$ cat config.mk
export PLATFORM = sky130hd
export DESIGN_NAME = datapoint_fetch_streamer
export DESIGN_NICKNAME = d
export VERILOG_FILES = /design/src/rtl/datapoint_fetch_streamer.sv
export SDC_FILE = /design/constraint.sdc
export NUM_CORES = 1
export LEC_CHECK = 0
export CAP_MARGIN = 20
export CELL_PAD_IN_SITES_DETAIL_PLACEMENT = 1
export CELL_PAD_IN_SITES_GLOBAL_PLACEMENT = 1
export CORE_UTILIZATION = 42
export CTS_CLUSTER_DIAMETER = 40
export DETAILED_ROUTE_END_ITERATION = 10
export PLACE_DENSITY = 0.77
export SYNTH_ARGS = -nofsm -noshare
export SYNTH_HDL_FRONTEND = slang
export SYNTH_SLANG_ARGS = --single-unit
$ cat constraint.sdc
create_clock -name clock -period 3.45 [get_ports clock]
set_input_delay 0.5175 -clock clock [delete_from_list [all_inputs] [get_ports clock]]
set_output_delay 0.5175 -clock clock [all_outputs]
set_load 0.02 [all_outputs]
$ cat src/rtl/datapoint_fetch_streamer.sv
// datapoint_fetch_streamer
//   Read-side sequencer for the 1024 x 16 datapoint buffer memory
//   (synchronous read, 1-cycle latency). A start command captures a base
//   address and a word count. The block then reads that contiguous run,
//   wrapping from the top address to 0, and streams the words downstream
//   over a valid/ready handshake. A 2-entry skid FIFO absorbs backpressure,
//   so no word is dropped or read twice.
//
// Ports
//   clock, reset           rising-edge clock, async active-low reset
//   io_start               command pulse, honoured only while idle
//   io_baseAddr, io_len    first address / word count (count clamped to 1024)
//   io_memRdEn, io_memAddr memory read strobe and address
//   io_memRdData           memory data, valid the cycle after io_memRdEn
//   io_outValid/Data/Ready stream handshake; io_outLast marks the final word
//   io_busy                high while fetching or draining
//   io_done                one-cycle pulse when the burst completes
//   io_stallCycles         (only with DATAPOINT_FETCH_PERF_EN) count of
//                          valid && !ready cycles in the current burst,
//                          saturating at 16'hFFFF
//
// Optional feature macro: DATAPOINT_FETCH_PERF_EN
module datapoint_fetch_streamer #(
  parameter int ADDR_W = 10,
  parameter int DATA_W = 16,
  parameter int LEN_W  = 11
) (
  input  logic              clock,
  input  logic              reset,
  input  logic              io_start,
  input  logic [ADDR_W-1:0] io_baseAddr,
  input  logic [LEN_W-1:0]  io_len,
  output logic              io_memRdEn,
  output logic [ADDR_W-1:0] io_memAddr,
  input  logic [DATA_W-1:0] io_memRdData,
  output logic              io_outValid,
  output logic [DATA_W-1:0] io_outData,
  input  logic              io_outReady,
  output logic              io_outLast,
  output logic              io_busy,
  output logic              io_done
`ifdef DATAPOINT_FETCH_PERF_EN
  ,
  output logic [15:0]       io_stallCycles
`endif
);

  typedef enum logic [1:0] {
    ST_IDLE  = 2'd0,
    ST_FETCH = 2'd1,
    ST_DRAIN = 2'd2,
    ST_DONE  = 2'd3
  } state_t;

  localparam logic [LEN_W-1:0] MAX_LEN = LEN_W'(2 ** ADDR_W);

  state_t                       state_q, state_d;
  logic [ADDR_W-1:0]            addr_q, addr_d;
  logic [LEN_W-1:0]             remain_q, remain_d;
  logic [LEN_W-1:0]             len_q, len_d;
  logic [LEN_W-1:0]             out_idx_q, out_idx_d;
  logic [1:0][DATA_W-1:0]       fifo_q, fifo_d;
  logic                         wr_ptr_q, wr_ptr_d;
  logic                         rd_ptr_q, rd_ptr_d;
  logic [1:0]                   count_q, count_d;
  logic                         inflight_q, inflight_d;
  logic                         busy_q, busy_d;
  logic                         done_q, done_d;

  logic                         push_s;
  logic                         pop_s;
  logic                         rd_en_s;
  logic                         start_s;
  logic [2:0]                   occupancy_s;
  logic [LEN_W-1:0]             len_clamped_s;

  // Handshake decode, issue gating and length clamping.
  always_comb begin
    push_s        = inflight_q;
    pop_s         = (count_q != 2'd0) && io_outReady;
    start_s       = (state_q == ST_IDLE) && io_start;
    len_clamped_s = (io_len > MAX_LEN) ? MAX_LEN : io_len;
    // Occupancy counts the pop happening this cycle, so a word leaving the
    // FIFO frees its slot immediately and the stream sustains 1 word/cycle.
    // A read issued now still always finds a free slot when it returns.
    occupancy_s   = {1'b0, count_q} + {2'b00, inflight_q} - {2'b00, pop_s};
    rd_en_s       = (state_q == ST_FETCH) && (remain_q != {LEN_W{1'b0}}) &&
                    (occupancy_s < 3'd2);
  end

  // Skid FIFO next-state: push returning memory data, pop on transfer.
  always_comb begin
    fifo_d   = fifo_q;
    count_d  = count_q + {1'b0, push_s} - {1'b0, pop_s};
    if (push_s) begin
      fifo_d[wr_ptr_q] = io_memRdData;
      wr_ptr_d         = ~wr_ptr_q;
    end else begin
      wr_ptr_d         = wr_ptr_q;
    end
    if (pop_s) begin
      rd_ptr_d = ~rd_ptr_q;
    end else begin
      rd_ptr_d = rd_ptr_q;
    end
  end

  // Sequencer next-state: command capture, address/length counters, FSM.
  always_comb begin
    state_d    = state_q;
    addr_d     = addr_q;
    remain_d   = remain_q;
    len_d      = len_q;
    out_idx_d  = out_idx_q;
    inflight_d = rd_en_s;

    if (rd_en_s) begin
      // Natural ADDR_W-bit overflow gives the 1023 -> 0 wrap.
      addr_d   = addr_q + ADDR_W'(1);
      remain_d = remain_q - LEN_W'(1);
    end else begin
      addr_d   = addr_q;
      remain_d = remain_q;
    end

    if (pop_s) begin
      out_idx_d = out_idx_q + LEN_W'(1);
    end else begin
      out_idx_d = out_idx_q;
    end

    case (state_q)
      ST_IDLE: begin
        if (io_start) begin
          addr_d    = io_baseAddr;
          remain_d  = len_clamped_s;
          len_d     = len_clamped_s;
          out_idx_d = {LEN_W{1'b0}};
          state_d   = (len_clamped_s == {LEN_W{1'b0}}) ? ST_DONE : ST_FETCH;
        end else begin
          state_d   = ST_IDLE;
        end
      end
      ST_FETCH: begin
        if (rd_en_s && (remain_q == LEN_W'(1))) begin
          state_d = ST_DRAIN;
        end else begin
          state_d = ST_FETCH;
        end
      end
      ST_DRAIN: begin
        // Leave once the final word has been handed off and nothing returns.
        if ((count_d == 2'd0) && !inflight_d) begin
          state_d = ST_DONE;
        end else begin
          state_d = ST_DRAIN;
        end
      end
      ST_DONE: begin
        state_d = ST_IDLE;
      end
      default: begin
        state_d = ST_IDLE;
      end
    endcase

    busy_d = (state_d == ST_FETCH) || (state_d == ST_DRAIN);
    done_d = (state_d == ST_DONE);
  end

  // All sequencer, FIFO and status state; reset discards any burst in progress.
  always_ff @(posedge clock or negedge reset) begin
    if (!reset) begin
      state_q    <= ST_IDLE;
      addr_q     <= {ADDR_W{1'b0}};
      remain_q   <= {LEN_W{1'b0}};
      len_q      <= {LEN_W{1'b0}};
      out_idx_q  <= {LEN_W{1'b0}};
      fifo_q     <= {(2 * DATA_W){1'b0}};
      wr_ptr_q   <= 1'b0;
      rd_ptr_q   <= 1'b0;
      count_q    <= 2'd0;
      inflight_q <= 1'b0;
      busy_q     <= 1'b0;
      done_q     <= 1'b0;
    end else begin
      state_q    <= state_d;
      addr_q     <= addr_d;
      remain_q   <= remain_d;
      len_q      <= len_d;
      out_idx_q  <= out_idx_d;
      fifo_q     <= fifo_d;
      wr_ptr_q   <= wr_ptr_d;
      rd_ptr_q   <= rd_ptr_d;
      count_q    <= count_d;
      inflight_q <= inflight_d;
      busy_q     <= busy_d;
      done_q     <= done_d;
    end
  end

  // The read strobe depends on this cycle's io_outReady, so it cannot be a flop.
  assign io_memRdEn  = rd_en_s;
  assign io_memAddr  = addr_q;
  assign io_outValid = (count_q != 2'd0);
  assign io_outData  = fifo_q[rd_ptr_q];
  assign io_outLast  = io_outValid && (out_idx_q == (len_q - LEN_W'(1)));
  assign io_busy     = busy_q;
  assign io_done     = done_q;

`ifdef DATAPOINT_FETCH_PERF_EN
  logic [15:0] stall_q, stall_d;

  // Stall counter next-state: clear on accepted start, saturate at 16'hFFFF.
  always_comb begin
    if (start_s) begin
      stall_d = 16'd0;
    end else if (io_outValid && !io_outReady && (stall_q != 16'hFFFF) &&
                 ((state_q == ST_FETCH) || (state_q == ST_DRAIN))) begin
      stall_d = stall_q + 16'd1;
    end else begin
      stall_d = stall_q;
    end
  end

  // Stall counter register.
  always_ff @(posedge clock or negedge reset) begin
    if (!reset) begin
      stall_q <= 16'd0;
    end else begin
      stall_q <= stall_d;
    end
  end

  assign io_stallCycles = stall_q;
`endif

endmodule

==> results.json, run 1 <==
{
  "synth_ff_type": "dfrtp_1",
  "nFillCells": 1068,
  "grt-ovfl-total": 0,
  "dpl-instance-area_sq_um": 5240,
  "timing.fmax_mhz": 307,
  "diodes": 0,
  "htree_levels": 3,
  "path_class": "in2out",
  "seq_area_sq_um": 2100,
  "grt_first_pass_wirelength_um": 19200,
  "synthesis.area_sq_um": 4330,
  "grt_max_degree": 58,
  "dr.pass1.iters": 6,
  "io_pins": 72,
  "pwr-share-comb": 0.507,
  "fp.dieH_um": 104,
  "drtIter0Drc": 120,
  "muxShareOfSynthArea": 0.129,
  "final_area_sq_um": 5460,
  "worstMarginPinSlew_ns": 0.809,
  "synthToLayoutAreaGrowth_pct": 26.1,
  "placedCellCount": 600,
  "synth_area_leaders": "dfrtp_1, mux2_2, nand2_1",
  "dieArea_sq_um": 10700,
  "min_path_type": "in2async",
  "die-width_um": 104,
  "synth-compound-area-share": 0.0769,
  "wl_per_cell_um": 18.2,
  "wl_um": 11200,
  "cp-start-kind": "input port",
  "gpl.final_weighted_congestion": 0.789,
  "setup_viol": 0,
  "leakage_nw": 2.25,
  "max_stage_delay_ns": 0.56,
  "p_sw_mw": 2.28,
  "io_buffer_count": 71,
  "synth_nets": 449,
  "path_buf_inv": 4,
  "cts_sinks": 84,
  "multi_input_area_sq_um": 2110,
  "avgSynthCellArea_sq_um": 10.8,
  "async_reset_ff_frac": 1.00,
  "powerDensity_nw_per_um2": 1010,
  "clockRootBuffer": "clkbuf_8",
  "totalNegativeSetupSlack_ns": 0,
  "path_max_fanout": 3,
  "finalMaxSlewViolations": 0,
  "cts_made_buffers": 9,
  "grt_pass1_vias": 3727,
  "path_clk_slew_ns": 0.10,
  "synth_top_area_frac": 0.485,
  "ant_nets": 0,
  "clk_latency_ns": 0.38,
  "dp_hpwl_um": 8190,
  "required_ns": 2.93,
  "drive_gt1_frac": 0.197,
  "synth.largest_area_cell": "dfrtp_1",
  "yosysSeqAreaShare": 0.485,
  "ys_top_cells_by_count": "dfrtp_1, mux2_2, nand2_1",
  "hold_violations": 0,
  "critical_path.most_common_cell": "inv_1",
  "clkPwrFrac": 0.150,
  "status": "completed",
  "p_int_mw": 3.23,
  "holdBufCountCts": 0,
  "num_rows": 36,
  "floorplan.initialDensity": 0.439,
  "seqPwrFrac": 0.344,
  "synth_cell_types": 58,
  "finalNetCount": 527,
  "holdWs_ns": 0.186,
  "drc": 0,
  "rsz0062_at_grt": "no",
  "antenna_found_initial": 0,
  "synth_top_family_by_area": "simple AND/OR/NAND/NOR gates",
  "slew_headroom": 0.461,
  "yosys.area_share.adder": 0.0248,
  "ir_worst_vdd_mv": 0.463,
  "yosysMostFrequentCell": "dfrtp_1",
  "fp.coreArea_sq_um": 9860,
  "cap_viol_max_count": 0,
  "slowest_stage": "fa_1",
  "track_usage": 0.226,
  "yosys.area_share.simple": 0.184,
  "cts_tree": "built",
  "fin_crit_sh": 0.944,
  "vias": 3276,
  "fin_worst_skew_ns": 0.0197,
  "yosysWarnings": 0,
  "final_cells": 616,
  "period_needed_ns": 3.26,
  "clock_path_buffers": 2,
  "p_sw_frac": 0.413,
  "synth-edff-count": 0,
  "crit_family": "buffers and inverters",
  "vias_per_cell": 5.32,
  "syn_inst": 400,
  "synth-seq-cells": 84,
  "cp.arrival_ns": 2.74,
  "postLayoutCoreUtil": 0.553,
  "worstSetupEndpointType": "output pin",
  "synth_xor_area_frac": 0.0725,
  "path_cells": "clkdlybuf4s50_1 > o21a_1 > xor2_1 > ha_1 > inv_1 > fa_1 > nand3b_4 > nor2_8 > nand2_4 > inv_1 > clkbuf_2"
}
-- state kept, by name, summed over array words and instances (netlist names) --
register,cells
fifo_q,32
len_q,11
rd_ptr_q,1
inflight_q,1
count_q,2
out_idx_q,11
io_done,1
io_memAddr,10
remain_q,11
state_q,2
io_busy,1
wr_ptr_q,1
-- repair_timing --
item	4_1_cts	5_1_grt
setup buffers	0	0
hold endpoints to repair	0	0
gates resized for setup	1	2
endpoints found under the setup margin	1	1
-- layout by cell type, fill, tap and decap left out, types with 2 or more instances in the layout --
| master | n |
|---|---|
| mux2i_1 | 2 |
| xor2_1 | 20 |
| o211ai_1 | 6 |
| or2_2 | 2 |
| nand3b_1 | 3 |
| o32ai_1 | 2 |
| nor4_1 | 5 |
| a211oi_1 | 3 |
| ha_1 | 7 |
| nor2_1 | 23 |
| inv_6 | 2 |
| nor3_1 | 6 |
| nand2b_1 | 4 |
| nand4_1 | 8 |
| o21ai_1 | 2 |
| a21oi_1 | 6 |
| dfrtp_1 | 84 |
| a31oi_1 | 2 |
| o2111ai_1 | 2 |
| and4_1 | 2 |
| mux2_2 | 48 |
| o311ai_0 | 2 |
| and3_1 | 4 |
| o21ai_0 | 17 |
| nand2_1 | 47 |
| xnor2_1 | 14 |
| nand3_1 | 18 |
| or3_1 | 2 |
| buf_4 | 14 |
| o31ai_1 | 3 |
| bufinv_16 | 2 |
| clkbuf_8 | 9 |
| inv_1 | 13 |
| clkdlybuf4s50_1 | 69 |
-- cells by family (layout without fill, tap and decap cells) --
| group | Yosys count | in the layout |
|---|---|---|
| compound gates | 51 | 51 |
| xor+xnor | 35 | 35 |
| fa+ha+maj | 8 | 8 |
| buf+inv | 30 | 113 |
| flops | 84 | 84 |
| mux | 50 | 50 |
| simple gates | 142 | 142 |
-- final timing paths --
| path | startpoint | slack [ns] | endpoint | cells after the start |
|---|---|---|---|---|
| min in group clock | fifo_q[13]$_DFFE_PN0P_ | 0.51 | fifo_q[13]$_DFFE_PN0P_ | 1 |
| setup reg to reg | count_q[1]$_DFF_PN0_ | 0.50 | io_memAddr[8]$_DFF_PN0_ | 11 |
| setup / recovery | io_outReady | 0.19 | io_memRdEn | 11 |
| hold / removal | reset | 0.19 | remain_q[8]$_DFF_PN0_ | 1 |
| hold reg to reg | fifo_q[13]$_DFFE_PN0P_ | 0.51 | fifo_q[13]$_DFFE_PN0P_ | 1 |
| max in group asynchronous | reset | 2.53 | fifo_q[23]$_DFFE_PN0P_ | 2 |
-- layer usage --
layer | share of wire | routed length (um) | vias up | track usage
met5 | 0 | 0 | - | 0
met4 | 0.0094 | 105 | 0 | 0.0621
met3 | 0.025 | 282 | 10 | 0.0415
met2 | 0.51 | 5750 | 49 | 0.395
met1 | 0.45 | 5060 | 1645 | 0.285
li1 | - | - | 1572 | -
-- per-stage QoR --
stage	power (mW)	setup WS (ns)
after floorplan	3.59	0.715
after detailed placement	4.71	-0.229
final	5.51	0.195
after global routing	5.88	0.0459
after global placement	4.54	-0.135
after CTS	5.57	0.00216
-- power by group through the flow --
stage,clock (mW),sequential (mW),combinational [mW]
after floorplan,0,1.81,1.78
after global placement,0,1.86,2.68
after detailed placement,0,1.91,2.81
after CTS,0.838,1.90,2.83
after global routing,0.883,1.97,3.03
final,0.826,1.89,2.79
-- area by class of cell --
type | count | share of cell area
sequential | 84 | 0.385
timing repair buffer | 84 | 0.147
clock inverter | 7 | 0.0193
inverter | 13 | 0.00894
tap | 133 | 0.0305
clock buffer | 9 | 0.0227
multi-input combinational | 286 | 0.387
Power figures use the tool's default switching activity.
==> run 2: changes to the inputs <==
Settings changed: PLACE_DENSITY 0.77 to 0.85.
==> run 2 against run 1 <==
Via count up 3.1%. Utilization down 0.10 points. Wire length up 3.9%. Count of clock-buffer cells in the layout up 1. Clock power down 11%. Hold slack worse by 0.18 ns. Setup slack worse by 0.0094 ns. Final cell count unchanged. Global-route usage up 1.1 points. Sequential share of layout area up 0.071 points. Clock skew down 0.011 ns. Maximum frequency down 0.29%.
==> results.json, run 2 (same netlist as run 1, synthesis figures left out) <==
{
  "grt_first_pass_wirelength_um": 19900,
  "fin_crit_sh": 0.946,
  "max_stage_delay_ns": 0.64,
  "drive_gt1_frac": 0.195,
  "wl_per_cell_um": 18.9,
  "slew_headroom": 0.482,
  "regMostFlops": "fifo_q",
  "floorplan.initialDensity": 0.439,
  "path_cells": "inv_1 > ha_1 > nand2_1 > o211a_1 > o31ai_1 > nand4_1 > a211oi_1 > clkdlybuf4s50_1",
  "vias_per_cell": 5.48,
  "leakage_nw": 2.23,
  "dieArea_sq_um": 10700,
  "fin_worst_skew_ns": 0.00887,
  "cts_sinks": 84,
  "period_needed_ns": 3.26,
  "dpl_worst_slack_ns": -0.227,
  "largest_reg_flops": 32,
  "p_total_mw": 5.45,
  "cp-start-kind": "flip-flop",
  "required_ns": 2.93,
  "setup_viol": 0,
  "drc": 0,
  "path_clk_slew_ns": 0.09,
  "postLayoutCoreUtil": 0.552,
  "grt_pass1_vias": 3822,
  "cts_made_buffers": 9,
  "path_max_fanout": 7,
  "path_buf_inv": 2,
  "wl_um": 11600,
  "cts_tree": "built",
  "layout_common_cells": "dfrtp_1, clkdlybuf4s50_1, mux2_2",
  "min_path_type": "in2async",
  "gpl.final_weighted_congestion": 0.802,
  "clock_path_buffers": 2,
  "diodes": 0,
  "cap_viol_max_count": 0,
  "crit_family": "buffers and inverters",
  "vias": 3378,
  "final_common_cell": "dfrtp_1",
  "worstMarginPinSlew_ns": 0.777,
  "drtIter0Drc": 64,
  "dr.pass1.iters": 4,
  "dp_hpwl_um": 8370,
  "grt_max_degree": 85,
  "slowest_stage": "clkdlybuf4s50_1",
  "htree_levels": 3,
  "worstSetupEndpointType": "output pin",
  "grt-ovfl-total": 0,
  "layout_setup_ws_ns": 0.185,
  "antenna_found_initial": 0,
  "hold_violations": 0,
  "clk_latency_ns": 0.37,
  "clockRootBuffer": "clkbuf_8",
  "num_rows": 36,
  "powerDensity_nw_per_um2": 1000,
  "status": "completed",
  "synthToLayoutAreaGrowth_pct": 25.8,
  "postCtsSetupRepairBufs": 0,
  "fp.dieH_um": 104,
  "fp.coreArea_sq_um": 9860,
  "io_buffer_count": 71,
  "finalNetCount": 527,
  "rsz0062_at_grt": "no",
  "finalMaxSlewViolations": 0,
  "cp.arrival_ns": 2.75,
  "track_usage": 0.237,
  "ir_worst_vdd_mv": 0.460,
  "io_pins": 72,
  "path_class": "reg2out",
  "timing.fmax_mhz": 306,
  "die-width_um": 104,
  "ant_nets": 0
}
-- run 2: cell types whose count changed in the layout (fill, tap and decap cells not counted) --
cell	previous run	this run
clkinvlp_4	1	2
clkbuf_1	0	1
bufinv_16	2	1
inv_6	2	3
buf_16	0	1
inv_8	1	0
buf_4	14	13
clkinv_4	1	0
-- run 2: stage by stage --
step                std cells  area, sq um  setup TNS, ns  hold WS (ns)
global placement          599         5230        -0.0982         0.477
detailed placement        599         5230         -0.227         0.493
global route              616         5450              0       0.00595
finish                    616         5450              0       0.00718
floorplan                 400         4330              0         0.222
CTS                       615         5430              0         0.382
-- run 2: final timing paths --
check	start	end	slack, ns	cells past startpoint
setup reg to reg	count_q[1]$_DFF_PN0_	io_busy$_DFF_PN0_	0.46	11
min in group clock	fifo_q[18]$_DFFE_PN0P_	fifo_q[18]$_DFFE_PN0P_	0.51	1
hold reg to reg	fifo_q[18]$_DFFE_PN0P_	fifo_q[18]$_DFFE_PN0P_	0.51	1
setup / recovery	len_q[0]$_DFFE_PN0P_	io_outLast	0.19	8
hold / removal	reset	fifo_q[4]$_DFFE_PN0P_	0.007	1
max in group asynchronous	reset	remain_q[8]$_DFF_PN0_	2.84	2
-- run 2: cell type report --
type	count	area (sq um)
clock inverters	6	71.3
well taps	133	166
clock buffers	10	128
multi-input cells	286	2110
inverters	13	48.8
repair buffers	84	821
fillers	1068	4420
flip-flops and latches	84	2100
-- run 2: worst register-to-register path, stage by stage (launching register included) --
cell and delay [ns]:
dfrtp_1 0.48, o21a_1 0.25, xor2_1 0.20, ha_1 0.19
inv_1 0.05, fa_1 0.41, xor2_2 0.24, buf_4 0.19
nor3_4 0.22, o2bb2ai_1 0.19, o32ai_1 0.16, ha_1 0.30
-- run 2: timing repair --
item | in CTS | in global routing
cloned | 0 | 0
setup endpoints to repair | 1 | 2
gates resized for setup | 1 | 2
hold buffers | 0 | 0
pin swaps | 0 | 1
-- run 2: power breakdown --
part,internal (mW),total (mW),switching [mW]
clock,0.343,0.735,0.392
sequential,1.43,1.90,0.468
combinational,1.39,2.81,1.42
-- run 2: metal layers --
metal | up-vias | GRT usage | wire length [um]
li1 | 1562 | - | -
met1 | 1731 | 0.280 | 4810
met2 | 67 | 0.422 | 6190
met3 | 18 | 0.0434 | 389
met4 | 0 | 0.0942 | 234
met5 | - | 0 | 0
